**src/rtl/error_monitor_pkg.sv**
```systemverilog
// Shared types and width helpers for the error monitor: the FSM encoding and
// the derived widths of the error, per-sample sum and epoch accumulator.
package error_monitor_pkg;

    typedef enum logic [1:0] {
        ST_ACCUM  = 2'd0,
        ST_FLUSH  = 2'd1,
        ST_REPORT = 2'd2
    } state_t;

    function automatic int clog2(input int value);
        int r;
        r = 0;
        for (int i = 0; i < 31; i++) begin
            if ((1 << i) < value) r = i + 1;
        end
        return r;
    endfunction

    function automatic int err_w(input int act_w);
        return act_w + 1;
    endfunction

    function automatic int sum_w(input int neurons, input int act_w);
        return err_w(act_w) + clog2(neurons);
    endfunction

    function automatic int acc_w(input int neurons, input int act_w, input int addr_w);
        return sum_w(neurons, act_w) + addr_w;
    endfunction

endpackage

```
**src/rtl/error_monitor_abs_sum_tree.sv**
```systemverilog
// Two-stage pipeline: register per-channel magnitudes, then register their
// exact sum. A valid bit travels alongside the data.
module abs_sum_tree
    import error_monitor_pkg::*;
#(
    parameter int NEURON_NUM = 4,
    parameter int E          = 33,
    parameter int SUM_W      = E + clog2(NEURON_NUM)
) (
    input  logic                    clk,
    input  logic                    rst,
    input  logic [NEURON_NUM*E-1:0] i_data,
    input  logic                    i_valid,
    output logic [SUM_W-1:0]        o_sum,
    output logic                    o_valid
);

    logic [E-1:0]     w_mag [NEURON_NUM];
    logic [E-1:0]     r_mag [NEURON_NUM];
    logic [SUM_W-1:0] w_total;
    logic [SUM_W-1:0] r_sum;
    logic             r_v1;
    logic             r_v2;

    // Two's-complement negate in E bits maps -2^(E-1) onto 2^(E-1) unsigned.
    always_comb begin
        for (int i = 0; i < NEURON_NUM; i++) begin
            w_mag[i] = i_data[i*E+E-1] ? (~i_data[i*E +: E] + E'(1)) : i_data[i*E +: E];
        end
    end

    always_comb begin
        w_total = '0;
        for (int i = 0; i < NEURON_NUM; i++) begin
            w_total = w_total + SUM_W'(r_mag[i]);
        end
    end

    always_ff @(posedge clk) begin
        if (rst) begin
            r_v1  <= 1'b0;
            r_v2  <= 1'b0;
            r_sum <= '0;
            for (int i = 0; i < NEURON_NUM; i++) r_mag[i] <= '0;
        end else begin
            r_v1 <= i_valid;
            r_v2 <= r_v1;
            if (i_valid) begin
                for (int i = 0; i < NEURON_NUM; i++) r_mag[i] <= w_mag[i];
            end
            if (r_v1) r_sum <= w_total;
        end
    end

    assign o_sum   = r_sum;
    assign o_valid = r_v2;

endmodule

```
**src/rtl/error_monitor.sv**
```systemverilog
// Training-progress monitor: per-sample L1 error, its moving average, per-epoch
// sums and a sticky convergence flag after a streak of low-error epochs.
module error_monitor
    import error_monitor_pkg::*;
#(
    parameter int NEURON_NUM         = 4,
    parameter int ACTIVATION_WIDTH   = 32,
    parameter int DATASET_ADDR_WIDTH = 8,
    parameter int MAX_SAMPLES        = 150,
    parameter int AVG_SHIFT          = 4,
    parameter int AVG_INIT           = 10000,
    parameter int PATIENCE           = 3,
    parameter int EPOCH_WIDTH        = 16,
    localparam int E     = err_w(ACTIVATION_WIDTH),
    localparam int SUM_W = sum_w(NEURON_NUM, ACTIVATION_WIDTH),
    localparam int ACC_W = acc_w(NEURON_NUM, ACTIVATION_WIDTH, DATASET_ADDR_WIDTH)
) (
    input  logic                    clk,
    input  logic                    rst,
    input  logic [NEURON_NUM*E-1:0] error,
    input  logic                    error_valid,
    output logic                    error_ready,
    input  logic [ACC_W-1:0]        threshold,
    input  logic                    clear,
    output logic [SUM_W-1:0]        sample_sum,
    output logic                    sample_sum_valid,
    output logic [SUM_W-1:0]        average,
    output logic [ACC_W-1:0]        epoch_sum,
    output logic                    epoch_valid,
    output logic [EPOCH_WIDTH-1:0]  epoch_count,
    output logic                    converged,
    output logic [1:0]              dbg_state
);

    localparam int CNT_W = DATASET_ADDR_WIDTH;
    localparam int PAT_W = clog2(PATIENCE + 1);
    localparam logic [CNT_W-1:0] LAST = CNT_W'(MAX_SAMPLES - 1);
    localparam logic [PAT_W-1:0] PAT  = PAT_W'(PATIENCE);

    state_t                 r_state;
    state_t                 w_state_next;
    logic                   r_flush;
    logic [CNT_W-1:0]       r_cnt;
    logic [ACC_W-1:0]       r_acc;
    logic [SUM_W-1:0]       r_avg;
    logic [ACC_W-1:0]       r_epoch_sum;
    logic                   r_epoch_valid;
    logic [EPOCH_WIDTH-1:0] r_epoch_count;
    logic [PAT_W-1:0]       r_streak;
    logic [PAT_W-1:0]       w_streak_next;
    logic                   r_converged;
    logic                   w_fire;
    logic                   w_last;
    logic                   w_report;
    logic [SUM_W-1:0]       w_sum;
    logic                   w_sum_valid;

    assign error_ready = (r_state == ST_ACCUM) && !rst;
    assign w_fire      = error_valid && error_ready;
    assign w_last      = (r_cnt == LAST);
    assign w_report    = (r_state == ST_REPORT);

    abs_sum_tree #(
        .NEURON_NUM (NEURON_NUM),
        .E          (E),
        .SUM_W      (SUM_W)
    ) u_tree (
        .clk     (clk),
        .rst     (rst),
        .i_data  (error),
        .i_valid (w_fire),
        .o_sum   (w_sum),
        .o_valid (w_sum_valid)
    );

    // FLUSH lasts two cycles so the last sample reaches acc before REPORT reads it.
    always_ff @(posedge clk) begin
        if (rst) begin
            r_state <= ST_ACCUM;
            r_flush <= 1'b0;
        end else begin
            r_state <= w_state_next;
            r_flush <= (r_state == ST_FLUSH) ? ~r_flush : 1'b0;
        end
    end

    always_comb begin
        w_state_next = r_state;
        case (r_state)
            ST_ACCUM:  if (w_fire && w_last) w_state_next = ST_FLUSH;
            ST_FLUSH:  if (r_flush) w_state_next = ST_REPORT;
            ST_REPORT: w_state_next = ST_ACCUM;
            default:   w_state_next = ST_ACCUM;
        endcase
    end

    always_ff @(posedge clk) begin
        if (rst) begin
            r_cnt <= '0;
            r_avg <= SUM_W'(AVG_INIT);
            r_acc <= '0;
        end else begin
            if (w_fire) r_cnt <= w_last ? '0 : r_cnt + CNT_W'(1);
            if (w_sum_valid) r_avg <= r_avg - (r_avg >> AVG_SHIFT) + (w_sum >> AVG_SHIFT);
            if (w_report) r_acc <= '0;
            else if (w_sum_valid) r_acc <= r_acc + ACC_W'(w_sum);
        end
    end

    always_comb begin
        w_streak_next = '0;
        if (r_acc < threshold) begin
            w_streak_next = (r_streak == PAT) ? r_streak : r_streak + PAT_W'(1);
        end
    end

    always_ff @(posedge clk) begin
        if (rst) begin
            r_epoch_sum   <= '0;
            r_epoch_valid <= 1'b0;
            r_epoch_count <= '0;
            r_streak      <= '0;
            r_converged   <= 1'b0;
        end else begin
            r_epoch_valid <= w_report;
            if (w_report) begin
                r_epoch_sum   <= r_acc;
                r_epoch_count <= r_epoch_count + EPOCH_WIDTH'(1);
            end
            if (clear) begin
                r_streak    <= '0;
                r_converged <= 1'b0;
            end else if (w_report) begin
                r_streak <= w_streak_next;
                if (w_streak_next == PAT) r_converged <= 1'b1;
            end
        end
    end

    assign sample_sum       = w_sum;
    assign sample_sum_valid = w_sum_valid;
    assign average          = r_avg;
    assign epoch_sum        = r_epoch_sum;
    assign epoch_valid      = r_epoch_valid;
    assign epoch_count      = r_epoch_count;
    assign converged        = r_converged;
    assign dbg_state        = r_state;

endmodule

```
**config.mk**
```make
export PLATFORM = sky130hd
export DESIGN_NAME = error_monitor
export DESIGN_NICKNAME = d
export VERILOG_FILES = /design/src/rtl/error_monitor_pkg.sv /design/src/rtl/error_monitor_abs_sum_tree.sv /design/src/rtl/error_monitor.sv
export SDC_FILE = /design/constraint.sdc
export NUM_CORES = 1
export LEC_CHECK = 0
export CORE_ASPECT_RATIO = 1.4
export CORE_MARGIN = 10
export CORE_UTILIZATION = 60
export DETAILED_ROUTE_END_ITERATION = 8
export PLACE_DENSITY = 0.9
export SLEW_MARGIN = 10
export SYNTH_ARGS = -nofsm -noshare
export SYNTH_HDL_FRONTEND = slang
export SYNTH_SLANG_ARGS = --single-unit
```
**constraint.sdc**
```tcl
create_clock -name clk -period 10.9 [get_ports clk]
set_input_delay 2.18 -clock clk [delete_from_list [all_inputs] [get_ports clk]]
set_output_delay 2.18 -clock clk [all_outputs]
set_load 0.01 [all_outputs]
```
After elaboration in Yosys (flattened, before gate mapping)
Memories as Yosys holds them, arrays and structs flattened.
Cells that the tools add are included.
{ "totals": {"ramBits": 132, "mem_count": 1, "ff_bits": 189, "elab_cells": 74, "output_inout_bits": 135} }
{ "classes": {"n_reduce_logical": 10, "magnitude_cmp": 1, "n_eq_ne": 7, "n_bitwise": 10, "muxes": 19, "addsub": 13} }
{ "memory_table": {"columns": ["name", "words", "word_bits", "rd", "rd_ports_with_merged_regs", "wr", "line_no", "rtl"], "rows": [
  ["u_tree.r_mag", 4, 33, 4, 0, 4, "error_monitor_abs_sum_tree.sv:19", "logic [E-1:0] r_mag [NEURON_NUM];"]
]} }
{ "ops": {"columns": ["op", "count"], "rows": [
  ["33-bit 2-to-1 mux", 8],
  ["33-bit by 1-bit adder with 33-bit output, second input constant", 4],
  ["33-bit inverter", 4],
  ["35-bit by 33-bit adder with 35-bit output", 2],
  ["43-bit by 35-bit adder with 43-bit output", 1],
  ["43-bit less-than comparator", 1],
  ["35-bit by 31-bit adder with 35-bit output", 1],
  ["35-bit by 31-bit subtractor with 35-bit output", 1],
  ["33-bit by 33-bit adder with 34-bit output", 1],
  ["16-bit by 1-bit adder with 16-bit output, second input constant", 1],
  ["8-bit by 1-bit adder with 8-bit output, second input constant", 1],
  ["8-bit == test, second input constant", 1],
  ["2-bit 2-to-1 mux", 4],
  ["8-bit 2-to-1 mux", 1],
  ["2-bit == test, second input constant", 3],
  ["2-bit OR reduction", 3],
  ["1-bit 2-to-1 mux", 5],
  ["1-bit bitwise OR", 4],
  ["2-bit case mux with 2 select lines", 1],
  ["2-bit AND reduction", 2],
  ["1-bit logical AND", 3],
  ["2-bit by 1-bit adder with 2-bit output, second input constant", 1],
  ["2-bit by 1-bit == test with 1-bit output, second input constant", 1],
  ["2-bit zero test", 1],
  ["4 further kinds", 5]
]} }

Logic depth before layout (Yosys ltp)
Gate-level depths: netlist of the first run.
{ "depth": {"depth_word": 7, "depth_mapped": 25, "ltp_nobuf": 24} }

Modules after synthesis
A second synthesis of the first run with hierarchy kept.
{ "hier_totals": {"hier_cells": 2772, "hier_area_um2": 23792.8} }
{ "modules_own_cells": {"columns": ["mod", "seq_area_each_um2", "area_each_um2", "n_inst", "cells_per_inst"], "rows": [
  ["abs_sum_tree", 4704.5, 12132.9, 1, 1259],
  ["error_monitor", 3042.9, 11659.9, 1, 1513]
]} }

Worst setup path after synthesis of the first run
Ideal clock, no wire load.
{ "synth_timing": {"path_type": "input -> register", "start": "input rst", "end": "memory u_tree.r_mag[0][0], enable pin", "setup_ps": 497, "slack_ps": 4661, "arrival_ps": 5742, "cell_stages": 4, "cell_sequence": "nor3_1 nand2_1 clkbuf_1 nand2_1"} }
{ "synth_rtl": {"columns": ["item", "line_no", "rtl"], "rows": [
  ["start: declaration", "error_monitor.sv:19", "input logic rst,"],
  ["end: declaration", "error_monitor_abs_sum_tree.sv:19", null]
]} }

==> results.json, run 1 <==
{
  "diodes": 0,
  "cp-end-kind": "register",
  "post_cts_resized": 0,
  "port_buffers": 313,
  "setup_slack_ns": 5.103,
  "area_growth_pct": 19.78,
  "grt_pass1_vias": 22100,
  "p_clk_share_pct": 20.4,
  "initial_core_util_pct": 60.88,
  "crit_top_cell": "a21o_1",
  "fin_crit_sh_pct": 53.18,
  "cp_cell_sequence": "ha_1 > a21o_1 > a21oi_1 > o21ai_1 > a311o_1 > a21boi_1 > nor2_1 > a211oi_1 > xor2_1 > fa_1 > inv_1 > ha_1 > a21o_1 > a21o_1 > a21o_1 > a21oi_1 > o221ai_1 > a221o_1 > a41oi_1 > mux2i_1 > o311ai_1",
  "overflow": 0,
  "core-area_um2": 39490,
  "seq_area_frac_synth_pct": 32.23,
  "io_pins": 314,
  "finalInstanceArea_um2": 28800,
  "cp_data_arrival_time_ns": 6.18,
  "relSlewSlack_pct": 19.95,
  "dp_hpwl_mm": 53.00,
  "crit_type": "register to register",
  "seq_power_share_pct": 25.0,
  "vias": 21610,
  "wl_per_cell_um": 18.45,
  "synth_fp_nets": 3274,
  "clk_pin_slew_ns": 0.06,
  "min_period_ns": 5.797,
  "synth-seq-cells": 321,
  "pre_cts_slack_ns": 5.246,
  "clockBufferDepth": 3,
  "ant_nets": 0,
  "drt_iter0_markers": 1407,
  "vias_per_cell": 5.896,
  "final_cell_mix": "338 x inv_1, 319 x nor2_1, 312 x clkdlybuf4s50_1",
  "netlist_area_um2": 24040,
  "final_common_cell": "inv_1",
  "max_slew.worst_pin.slew_ns": 1.197,
  "holdCritPathClass": "register to register",
  "skew_ns": 0.01084,
  "crit_required_ns": 11.29,
  "netlist.area_leader.share_pct": 16.49,
  "final_net_count": 3548,
  "async_reset_ff_share_pct": 0,
  "cts_tree": "done",
  "final_hold_viol_count": 0,
  "drc_errors": 0,
  "grt_pass1_wl_mm": 109.6,
  "dieWidth_um": 189.2,
  "synthCells": 2843,
  "power_density_nw_per_um2": 209.2,
  "globalplace.congestion": 0.9449,
  "synth-edff-count": 132,
  "fmax_mhz": 172.5,
  "p_leak_nw": 12.31,
  "rows": 86,
  "ys_types": 82,
  "final_layout_size_suffix_gt1_share_pct": 3.219,
  "wl_mm": 67.64,
  "netSwitchingPower_mw": 2.489,
  "power_mw": 6.023,
  "status": "finished clean",
  "fp.dieArea_um2": 48590,
  "clock-sinks": 321,
  "numCtsBuffers": 34,
  "first_pass_iters": 8,
  "finish.utilization_pct": 72.92,
  "maxSlewViolCount": 0,
  "ir_worst_vdd_mv": 0.1486,
  "critPathLaunchType": "register",
  "max_stage_delay_ns": 0.52,
  "rsz0062_at_grt": "no",
  "multi_input_area_um2": 14710,
  "die_h_um": 256.8,
  "ctsHoldBuffers": 0,
  "place_area_um2": 27640,
  "synth_top_cell_by_area": "edfxtp_1",
  "grt_antenna_before_repair": 0,
  "postCtsSetupBuffers": 0,
  "drv_cap": 0,
  "grt_max_degree": 118,
  "comb_power_share_pct": 54.5,
  "synth_warnings": 0,
  "syn_avg_cell_area_um2": 8.456,
  "root_buffer": "clkbuf_16",
  "seqCellArea_um2": 7752,
  "critPathSlowestCell": "fa_1",
  "fillers": 2853,
  "worstPathMaxFanout": 6,
  "htreeDepth": 2,
  "grtUsageTotal_pct": 27.00,
  "power.internal_mw": 3.534,
  "synthTopCellsByArea": "edfxtp_1 16%, dfxtp_1 16%, ha_1 9.6%",
  "switching_share_pct": 41.32,
  "ys.flop_type": "dfxtp_1",
  "finalSetupTns_ns": 0,
  "insertion_delay_ns": 0.53,
  "setup_viol": 0
}
==> critical path, delay by kind of cell, from the launching register on <==
family | cells | cell delay (ns)
adder cells (fa/ha/maj) | 3 | 1.20
XOR/XNOR | 1 | 0.15
multiplexers | 1 | 0.25
AND/OR/NAND/NOR | 1 | 0.08
AO/OA/AOI/OAI | 14 | 3.52
flip-flops | 1 | 0.39
buffers and inverters | 1 | 0.06
==> cells by family (layout without fill, tap and decap cells) <==
| logic type | Yosys count | count (layout) | share of synthesized area, % |
|---|---|---|---|
| multiplexers | 68 | 68 | 2.842 |
| XOR/XNOR | 242 | 242 | 8.817 |
| buffers and inverters | 429 | 724 | 6.698 |
| AND/OR/NAND/NOR | 903 | 903 | 17.48 |
| flip-flops | 321 | 321 | 32.23 |
| AO/OA/AOI/OAI | 628 | 628 | 16.73 |
| adder cells (fa/ha/maj) | 252 | 252 | 15.21 |
==> cell type report <==
| class | count | area share (%) |
|---|---|---|
| Timing Repair Buffer | 328 | 11.26 |
| Multi-Input combinational cell | 2093 | 51.08 |
| Tap cell | 528 | 2.294 |
| Inverter | 339 | 4.419 |
| Clock buffer | 48 | 3.420 |
| Sequential cell | 321 | 26.92 |
| Clock inverter | 9 | 0.6040 |
==> cell usage after synthesis (all sizes together) (37+ instances only) <==
cell type / n
a21o: 67
a21oi: 199
clkbuf: 76
dfxtp: 189
edfxtp: 132
fa: 67
ha: 185
inv: 338
mux2i: 66
nand2: 264
nand3: 58
nor2: 319
nor3: 45
o21ai: 127
o31ai: 37
xnor2: 83
xor2: 159
==> path summary, 6_finish.rpt <==
path / slack [ns] / endpoint / cells after the start / startpoint
worst max-delay path: 5.10 / u_tree.o_sum[32] / 21 / u_tree.r_mag[1][1]
worst min-delay path: 0.43 / r_flush / 1 / r_flush
worst max register to register: 5.10 / u_tree.o_sum[32] / 21 / u_tree.r_mag[1][1]
worst min register to register: 0.43 / r_flush / 1 / r_flush
==> metrics by stage <==
| step | cells | hold slack, ns |
|---|---|---|
| 5_1_grt | 3666 | 0.4463 |
| 4_1_cts | 3666 | 0.4340 |
| 6_report | 3666 | 0.4338 |
| 3_3_place_gp | 3609 | 0.4111 |
| 3_5_place_dp | 3609 | 0.4238 |
| 2_1_floorplan | 2843 | 0.3997 |
==> state kept, by name (all words and copies together), names as in the netlist, 8 cells and up <==
| register | cells |
|---|---|
| u_tree.r_mag | 132 |
| epoch_sum | 43 |
| r_acc | 43 |
| average | 35 |
| u_tree.o_sum | 35 |
| epoch_count | 16 |
| r_cnt | 8 |
==> layer usage <==
metal	global-route usage, %	vias to the layer above	wire length [µm]
met4	11.47	0	2701
met5	0	-	0
li1	-	10340	-
met2	49.32	937	34680
met3	4.971	203	5208
met1	29.82	10140	25050
==> power groups by stage <==
stage / combinational (mW) / clock, mW / sequential, mW
after floorplan: 2.35 / 0 / 1.51
after global placement: 3.11 / 0 / 1.53
after detailed placement: 3.20 / 0 / 1.53
after CTS: 3.24 / 1.24 / 1.51
after global routing: 3.63 / 1.29 / 1.52
final: 3.28 / 1.23 / 1.51
(Power assumes the default switching activity.)
==> run 2: changes to the inputs <==
CORE_UTILIZATION = 52   (was 60)
PLACE_DENSITY = 0.83   (was 0.9)
clock period = 5.2 ns   (was 10.9 ns; I/O delays follow)
==> results.json, run 2 (synthesized netlist as in run 1, its figures left out) <==
{
  "die_h_um": 274.4,
  "drc_errors": 0,
  "htreeDepth": 2,
  "startpoint": "u_tree.r_mag[0][0]",
  "final_layout_size_suffix_gt1_share_pct": 5.866,
  "clk_pin_slew_ns": 0.06,
  "cp_data_arrival_time_ns": 5.60,
  "ir_worst_vdd_mv": 0.3097,
  "r2r_slack_ns": 0.07,
  "crit_buf_inv": 4,
  "cp.depth": 26,
  "rows": 93,
  "area_growth_pct": 22.48,
  "final_cell_mix": "335 x inv_1, 318 x nor2_1, 312 x clkdlybuf4s50_1",
  "clock-sinks": 321,
  "ctsHoldBuffers": 0,
  "crit_type": "register to register",
  "diodes": 0,
  "min-delay-start": "r_flush",
  "min_to": "r_flush",
  "power_density_nw_per_um2": 433.8,
  "numCtsBuffers": 35,
  "grt_max_degree": 131,
  "fin_crit_sh_pct": 98.71,
  "worstPathMaxFanout": 5,
  "holdPathStages": 1,
  "final_net_count": 3577,
  "insertion_delay_ns": 0.54,
  "fp.dieArea_um2": 55350,
  "largest_reg_flops": 132,
  "p_leak_nw": 12.46,
  "largest-register": "u_tree.r_mag",
  "first_pass_iters": 8,
  "port_buffers": 313,
  "globalplace.congestion": 0.9192,
  "crit_family": "compound AO/OA/AOI/OAI gates",
  "wl_mm": 68.51,
  "setup_viol": 0,
  "max_slew.worst_pin.slew_ns": 1.179,
  "grt_pass1_vias": 21420,
  "dp_hpwl_mm": 54.31,
  "multi_input_area_um2": 15050,
  "relSlewSlack_pct": 21.18,
  "holdCritPathClass": "register to register",
  "final_hold_viol_count": 0,
  "overflow": 0,
  "maxSlewViolCount": 0,
  "fillers": 3786,
  "final_common_cell": "inv_1",
  "fmax_mhz": 194.8,
  "r2r_start": "u_tree.r_mag[0][0]",
  "holdWs_ns": 0.4350,
  "wl_per_cell_um": 18.09,
  "cts_tree": "done",
  "root_buffer": "clkbuf_16",
  "ant_nets": 0,
  "grt_antenna_before_repair": 0,
  "clockBufferDepth": 3,
  "min_period_ns": 5.133,
  "reg2regPathDepth": 26,
  "initial_core_util_pct": 52.44,
  "rsz0062_at_grt": "yes",
  "drv_cap": 0,
  "dieWidth_um": 201.7,
  "status": "finished clean",
  "crit_required_ns": 5.67,
  "cp-end-kind": "register",
  "drt_iter0_markers": 1077,
  "grtUsageTotal_pct": 23.92,
  "skew_ns": 0.01416,
  "io_pins": 314,
  "critPathLaunchType": "register",
  "seqCellArea_um2": 7752,
  "critPathSlowestCell": "fa_1",
  "vias_per_cell": 5.643,
  "core-area_um2": 45850,
  "max_stage_delay_ns": 0.55,
  "power_mw": 12.77,
  "reg2reg_to": "u_tree.o_sum[31]",
  "vias": 21380,
  "grt_pass1_wl_mm": 109.7
}
run 2: cell type report:
type                       instances  area share [%]
timing repair buffer             356           11.86
multi-input combinational       2093           51.11
inverter                         339           4.322
clock inverter                    19          0.6204
clock buffer                      43           3.145
tap                              617           2.622
sequential                       321           26.33
run 2: timing repair:
item | CTS | global route
pin swaps | 1 | 32
gates resized for setup | 5 | 62
setup endpoints to repair | 4 | 14
buffers inserted | 0 | 6
run 2: layer usage:
layer,vias up,share of wire [%],GRT usage (%)
met4,0,3.2,7.968
li1,10410,-,-
met1,10130,39,26.42
met2,687,52,45.56
met3,153,5.1,3.673
met5,-,0,0
run 2: report_power, final:
group          switching, mW  internal [mW]  leakage (nW)
combinational           4.02           3.13          8.99
sequential             0.292           2.87          2.93
clock                   1.07           1.39         0.543
run 2: stage by stage:
step / util, % / setup TNS (ns) / worst slack (ns) / area (µm²) / std cells
3_3_place_gp: 60.97 / 0 / 0.03297 / 27950 / 3720
2_1_floorplan: - / 0 / 0.1012 / 24040 / 2843
6_report: 64.22 / 0 / 0.06722 / 29440 / 3788
3_5_place_dp: 60.97 / -0.1216 / -0.1036 / 27950 / 3720
4_1_cts: 63.44 / 0 / 0.002599 / 29080 / 3782
5_1_grt: 64.22 / -0.3561 / -0.09361 / 29440 / 3788
run 2: worst max path at each step:
stage	slack [ns]	endpoint
finish	0.07	u_tree.o_sum[31]
global route	-0.09	u_tree.o_sum[32]
CTS	0.003	u_tree.o_sum[32]
detailed placement	-0.10	u_tree.o_sum[32]
global placement	0.03	u_tree.o_sum[32]
floorplan	0.10	u_tree.r_mag[0][0]
